File: src/rtl/microcode_sequencer.sv
// microcode_sequencer: replays a range of a synchronous micro-code ROM.
// After a rising edge of ena it walks the ROM from s_addr to e_addr inclusive,
// wrapping modulo 2^AW. Each byte goes to the execution unit over a
// valid/ready handshake. The last accepted byte is kept on indata so the
// controller can read it back.
module microcode_sequencer #(
  parameter int AW = 8,
  parameter int DW = 8
) (
  input  logic          HCLK,
  input  logic          HRESETn,
  input  logic [AW-1:0] s_addr,
  input  logic [AW-1:0] e_addr,
  input  logic          ena,
  output logic [AW-1:0] rom_addr,
  input  logic [DW-1:0] rom_rdata,
  output logic [DW-1:0] uop_data,
  output logic          uop_valid,
  input  logic          uop_ready,
  output logic [DW-1:0] indata,
  output logic          busy,
  output logic          done
);

  // FWAIT covers the one-cycle read latency of the synchronous ROM.
  typedef enum logic [2:0] {
    S_IDLE,
    S_FETCH,
    S_FWAIT,
    S_OUT,
    S_DONE
  } state_t;

  state_t        state_q, state_d;
  logic [AW-1:0] pc_q, pc_d;
  logic [AW-1:0] end_q, end_d;
  logic          ena_q;
  logic [DW-1:0] uop_data_q, uop_data_d;
  logic          uop_valid_q, uop_valid_d;
  logic [DW-1:0] indata_q, indata_d;
  logic          busy_q, busy_d;
  logic          done_q, done_d;

  logic start;
  logic handshake;

  // A run starts only on a rising edge of ena, so holding ena high never re-runs the range.
  assign start     = ena & ~ena_q;
  assign handshake = uop_valid_q & uop_ready;

  // Next-state and next-output logic for the sequencer FSM.
  always_comb begin
    // NOTE: every variable gets a default first, so no path through the case leaves it unassigned and infers a latch.
    state_d    = state_q;
    pc_d       = pc_q;
    end_d      = end_q;
    uop_data_d = uop_data_q;
    indata_d   = indata_q;

    unique case (state_q)
      S_IDLE: begin
        if (start) begin
          // The range is captured here; later s_addr/e_addr changes do not affect the run.
          pc_d    = s_addr;
          end_d   = e_addr;
          state_d = S_FETCH;
        end
      end
      S_FETCH: begin
        state_d = ena ? S_FWAIT : S_IDLE;
      end
      S_FWAIT: begin
        if (!ena) begin
          state_d = S_IDLE;
        end else begin
          uop_data_d = rom_rdata;
          state_d    = S_OUT;
        end
      end
      S_OUT: begin
        if (handshake) begin
          // An accepted uop always updates indata, even when ena drops in the same cycle.
          indata_d = uop_data_q;
          if (!ena) begin
            state_d = S_IDLE;
          end else if (pc_q == end_q) begin
            state_d = S_DONE;
          end else begin
            pc_d    = pc_q + 1'b1;
            state_d = S_FETCH;
          end
        end else if (!ena) begin
          // Abort: valid drops without a handshake.
          state_d = S_IDLE;
        end
      end
      S_DONE: begin
        if (!ena) state_d = S_IDLE;
      end
      default: state_d = S_IDLE;
    endcase

    // Status outputs are registered, so they are decoded from the next state.
    uop_valid_d = (state_d == S_OUT);
    busy_d      = (state_d == S_FETCH) || (state_d == S_FWAIT) || (state_d == S_OUT);
    done_d      = (state_d == S_DONE);
  end

  // State, pc and output registers.
  always_ff @(posedge HCLK or negedge HRESETn) begin
    // NOTE: async active-low reset clears every flop; non-blocking assignments keep all of them updating on the same edge.
    if (!HRESETn) begin
      state_q     <= S_IDLE;
      pc_q        <= '0;
      end_q       <= '0;
      ena_q       <= 1'b0;
      uop_data_q  <= '0;
      uop_valid_q <= 1'b0;
      indata_q    <= '0;
      busy_q      <= 1'b0;
      done_q      <= 1'b0;
    end else begin
      state_q     <= state_d;
      pc_q        <= pc_d;
      end_q       <= end_d;
      ena_q       <= ena;
      uop_data_q  <= uop_data_d;
      uop_valid_q <= uop_valid_d;
      indata_q    <= indata_d;
      busy_q      <= busy_d;
      done_q      <= done_d;
    end
  end

  // The ROM address always follows pc, including in IDLE and DONE.
  assign rom_addr  = pc_q;
  assign uop_data  = uop_data_q;
  assign uop_valid = uop_valid_q;
  assign indata    = indata_q;
  assign busy      = busy_q;
  assign done      = done_q;

endmodule

File: config.mk
export PLATFORM = sky130hd
export DESIGN_NAME = microcode_sequencer
export DESIGN_NICKNAME = d
export VERILOG_FILES = /design/src/rtl/microcode_sequencer.sv
export SDC_FILE = /design/constraint.sdc
export NUM_CORES = 1
export LEC_CHECK = 0
export BUFFER_PORTS_ARGS = -buffer_cell sky130_fd_sc_hd__buf_2
export CELL_PAD_IN_SITES_DETAIL_PLACEMENT = 0
export CELL_PAD_IN_SITES_GLOBAL_PLACEMENT = 1
export CORE_MARGIN = 10
export CORE_UTILIZATION = 35
export CTS_CLUSTER_DIAMETER = 150
export DETAILED_ROUTE_END_ITERATION = 8
export HOLD_SLACK_MARGIN = 0.12
export PLACE_DENSITY = 0.73
export SLEW_MARGIN = 20
export SYNTH_ARGS = -nofsm -noshare
export SYNTH_HDL_FRONTEND = slang
export SYNTH_SLANG_ARGS = --single-unit
export TNS_END_PERCENT = 20
File: constraint.sdc
create_clock -name HCLK -period 2.9 [get_ports HCLK]
set_clock_uncertainty 0.05 [all_clocks]
set_input_delay 0.435 -clock HCLK [delete_from_list [all_inputs] [get_ports HCLK]]
set_output_delay 0.435 -clock HCLK [all_outputs]
set_load 0.02 [all_outputs]
==> flow_summary_export.csv <==
group,metric,value,unit
clock_network,cts_buffer_depth,2,
route,first_pass_iters,4,
route,routed_via_density,5.00,
logic_synthesis,synthAdderAreaFrac,0.00689,
critical_path,crit_required,3.09,ns
logic_synthesis,synth_top_family_by_area,"simple AND/OR/NAND/NOR gates",
sta,period_minus_slack,1.86,ns
floorplanning,fp.dieW,92.0,um
route,drt-total-wl,4.53,mm
floorplanning,rows,26,
logic_synthesis,synth_xor_area_frac,0.0386,
sta,rsz0062_at_grt,"false",
route,drt_iter0_drc,107,
route,wl_met2,1.99,mm
critical_path,cp-start-kind,"flip-flop",
pwr,leakage,1.10,nW
floorplanning,dieHeight,92.0,um
cells_and_area,antennaDiodeCount,0,
cells_and_area,fin_nets,248,
worst_hold_path,hp-class,"input pin to async pin",
sta,clock.fmax,537,MHz
sta,drv_slew,0,
clock_network,numCtsBuffers,5,
clock_network,cts_hold_buffers,0,
job,maxCapViolCount,0,
logic_synthesis,synth_edf_count,0,
route,wl_per_cell,15.6,um
floorplanning,die_area,0.00847,mm2
global_routing,grt.overflow.total,0,
logic_synthesis,ys_seq_area_frac,0.538,
place,io_buffers,54,
floorplanning,core-area,0.00507,mm2
sta,fin_setup_tns,0,ns
pwr,finalPower,0.00178,W
clock_network,h-tree-depth,2,
route,wl_met1,1.98,mm
global_routing,antenna_found_initial,1,
floorplanning,io_pins,55,
cells_and_area,syn_to_final_growth,25.3,%
clock_network,cts_resized,0,
global_routing,first_global_vias,1587,
sta,setup_ws,1.04,ns
clock_network,cts_tree,"yes",
critical_path,path_max_fanout,15,
place,dp_hpwl,3.43,mm
sta,slew_headroom,0.408,
critical_path,end_kind,"flip-flop",
critical_path,worstPathArrival,2.05,ns
route,routed-wl-met3,500,um
cells_and_area,mostFrequentLayoutCell,"buf_2",
global_routing,grt_pass1_wl,7.83,mm
logic_synthesis,synth_area_leaders,"dfrtp_1 54%, mux2_2 9.9%, nand2_1 5.8%, xnor2_1 3.9%, nand3_1 1.9%",
logic_synthesis,yosys.area.top_type_share,0.538,
cells_and_area,design_area,0.00227,mm2
logic_synthesis,synth_ff_type,"dfrtp_1",
logic_synthesis,ys_warn_count,0,
route,drc_errors,0,
clock_network,numClockSinks,39,
sta,hold_viol,0,
clock_network,clockRootBuffer,"clkbuf_8",
place,place_area,0.00216,mm2
sta,worst_pin_slew,0.888,ns
logic_synthesis,synth-seq-cells,39,
pwr,p_per_area,781,mW/mm2
route,dr_total_vias,1450,
sta,period_share,0.642,
logic_synthesis,yosys-mux-area-fraction,0.105,
critical_path,path_class,"flip-flop to flip-flop",
status,status,"completed",
cells_and_area,nFillCells,520,
global_routing,globalRouteTotalUtil,0.113,
pwr,vdd_ir_drop_max,0.426,mV
cells_and_area,layout.cells.most_common_list,"54 x buf_2, 39 x dfrtp_1, 28 x nand2_1",
sta,setup_viol,0,
logic_synthesis,synth_fp_nets,191,
place,gp_congestion,0.756,
route,top_layer,"met5",
route,ant_nets,0,
clock_network,post_cts_buffers,0,
place,place_ws,0.982,ns
logic_synthesis,synth_compound_area_frac,0.0965,
clock_network,cts.clk_slew.worst_paths,0.08,ns
clock_network,clock_latency,0.29,ns
logic_synthesis,avgSynthCellArea,11.2,um2
logic_synthesis,async_flop_share,1.00,
logic_synthesis,syn_inst,162,
logic_synthesis,synth.distinct_cells,38,
logic_synthesis,synth_top_cell_by_area,"dfrtp_1",
floorplanning,start_util,0.358,
global_routing,grt_max_degree,40,
cells_and_area,drive_gt1_frac,0.391,
logic_synthesis,synth-simple-area-share,0.201,
logic_synthesis,syn_area,0.00182,mm2
[final cells by class]
type	instances	area, um2	share of cell area
timing repair buffer	55	278	0.122
sequential	39	976	0.429
multi-input combinational	117	812	0.357
clock inverter	2	35.0	0.0154
tap	70	87.6	0.0385
clock buffer	6	82.6	0.0363
inverter	1	3.75	0.00165
[worst max-delay path: stages, from the launching register on]
cell      delay [ns]
dfrtp_1         0.49
nor2_1          0.23
nand3b_1        0.46
a311oi_1        0.41
o22a_1          0.16
[where the power goes]
group	switching (W)	internal, W
Clock	0.000190	0.000278
Combinational	0.000285	0.000220
Sequential	0.000130	0.000673
[sequential cells by signal, summed over array words and instances, names as in the netlist]
signal / count
done: 1
uop_data: 8
ena_q: 1
indata: 8
end_q: 8
state_q: 3
busy: 1
uop_valid: 1
rom_addr: 8
[metal layers]
metal,up-vias,track usage
met2,52,0.169
met1,692,0.135
met4,2,0.0360
met3,9,0.0611
li1,695,-
met5,-,0
[cell families after synthesis]
group                    Yosys count
adder cells (fa/ha/maj)            1
multiplexers                      17
AO/OA/AOI/OAI                     23
flip-flops                        39
AND/OR/NAND/NOR                   68
buffers and inverters              6
XOR/XNOR                           8
[final timing paths]
| kind | from | slack, ns | cells past startpoint | endpoint |
|---|---|---|---|---|
| max in group asynchronous | HRESETn | 2.03 | 1 | state_q[0] |
| worst max register to register | state_q[1] | 1.04 | 4 | rom_addr[5] |
| min in group HCLK | ena | 0.26 | 1 | ena_q |
| worst max-delay path | state_q[1] | 1.04 | 4 | rom_addr[5] |
| worst min-delay path | HRESETn | 0.20 | 1 | busy |
| worst min register to register | indata[2] | 0.45 | 1 | indata[2] |
[Yosys cell counts, types with 2 or more instances]
library cell,count
nand3_1,7
o22a_1,3
buf_2,4
nor2b_1,3
xnor2_1,8
a211o_1,2
nor2_2,3
and3_1,3
nand2_1,28
nand3b_1,3
nand4_1,3
a21oi_1,5
a311oi_1,2
mux2_2,16
nor3_1,2
dfrtp_1,39
o221ai_1,3
nor2_1,8
[metrics by stage]
stage	instances	hold slack [ns]	util
floorplan	162	0.0894	-
global placement	282	0.435	0.425
detailed placement	282	0.438	0.425
CTS	290	0.248	0.448
global route	290	0.250	0.448
finish	290	0.200	0.448
Power figures use the tool's default switching activity.
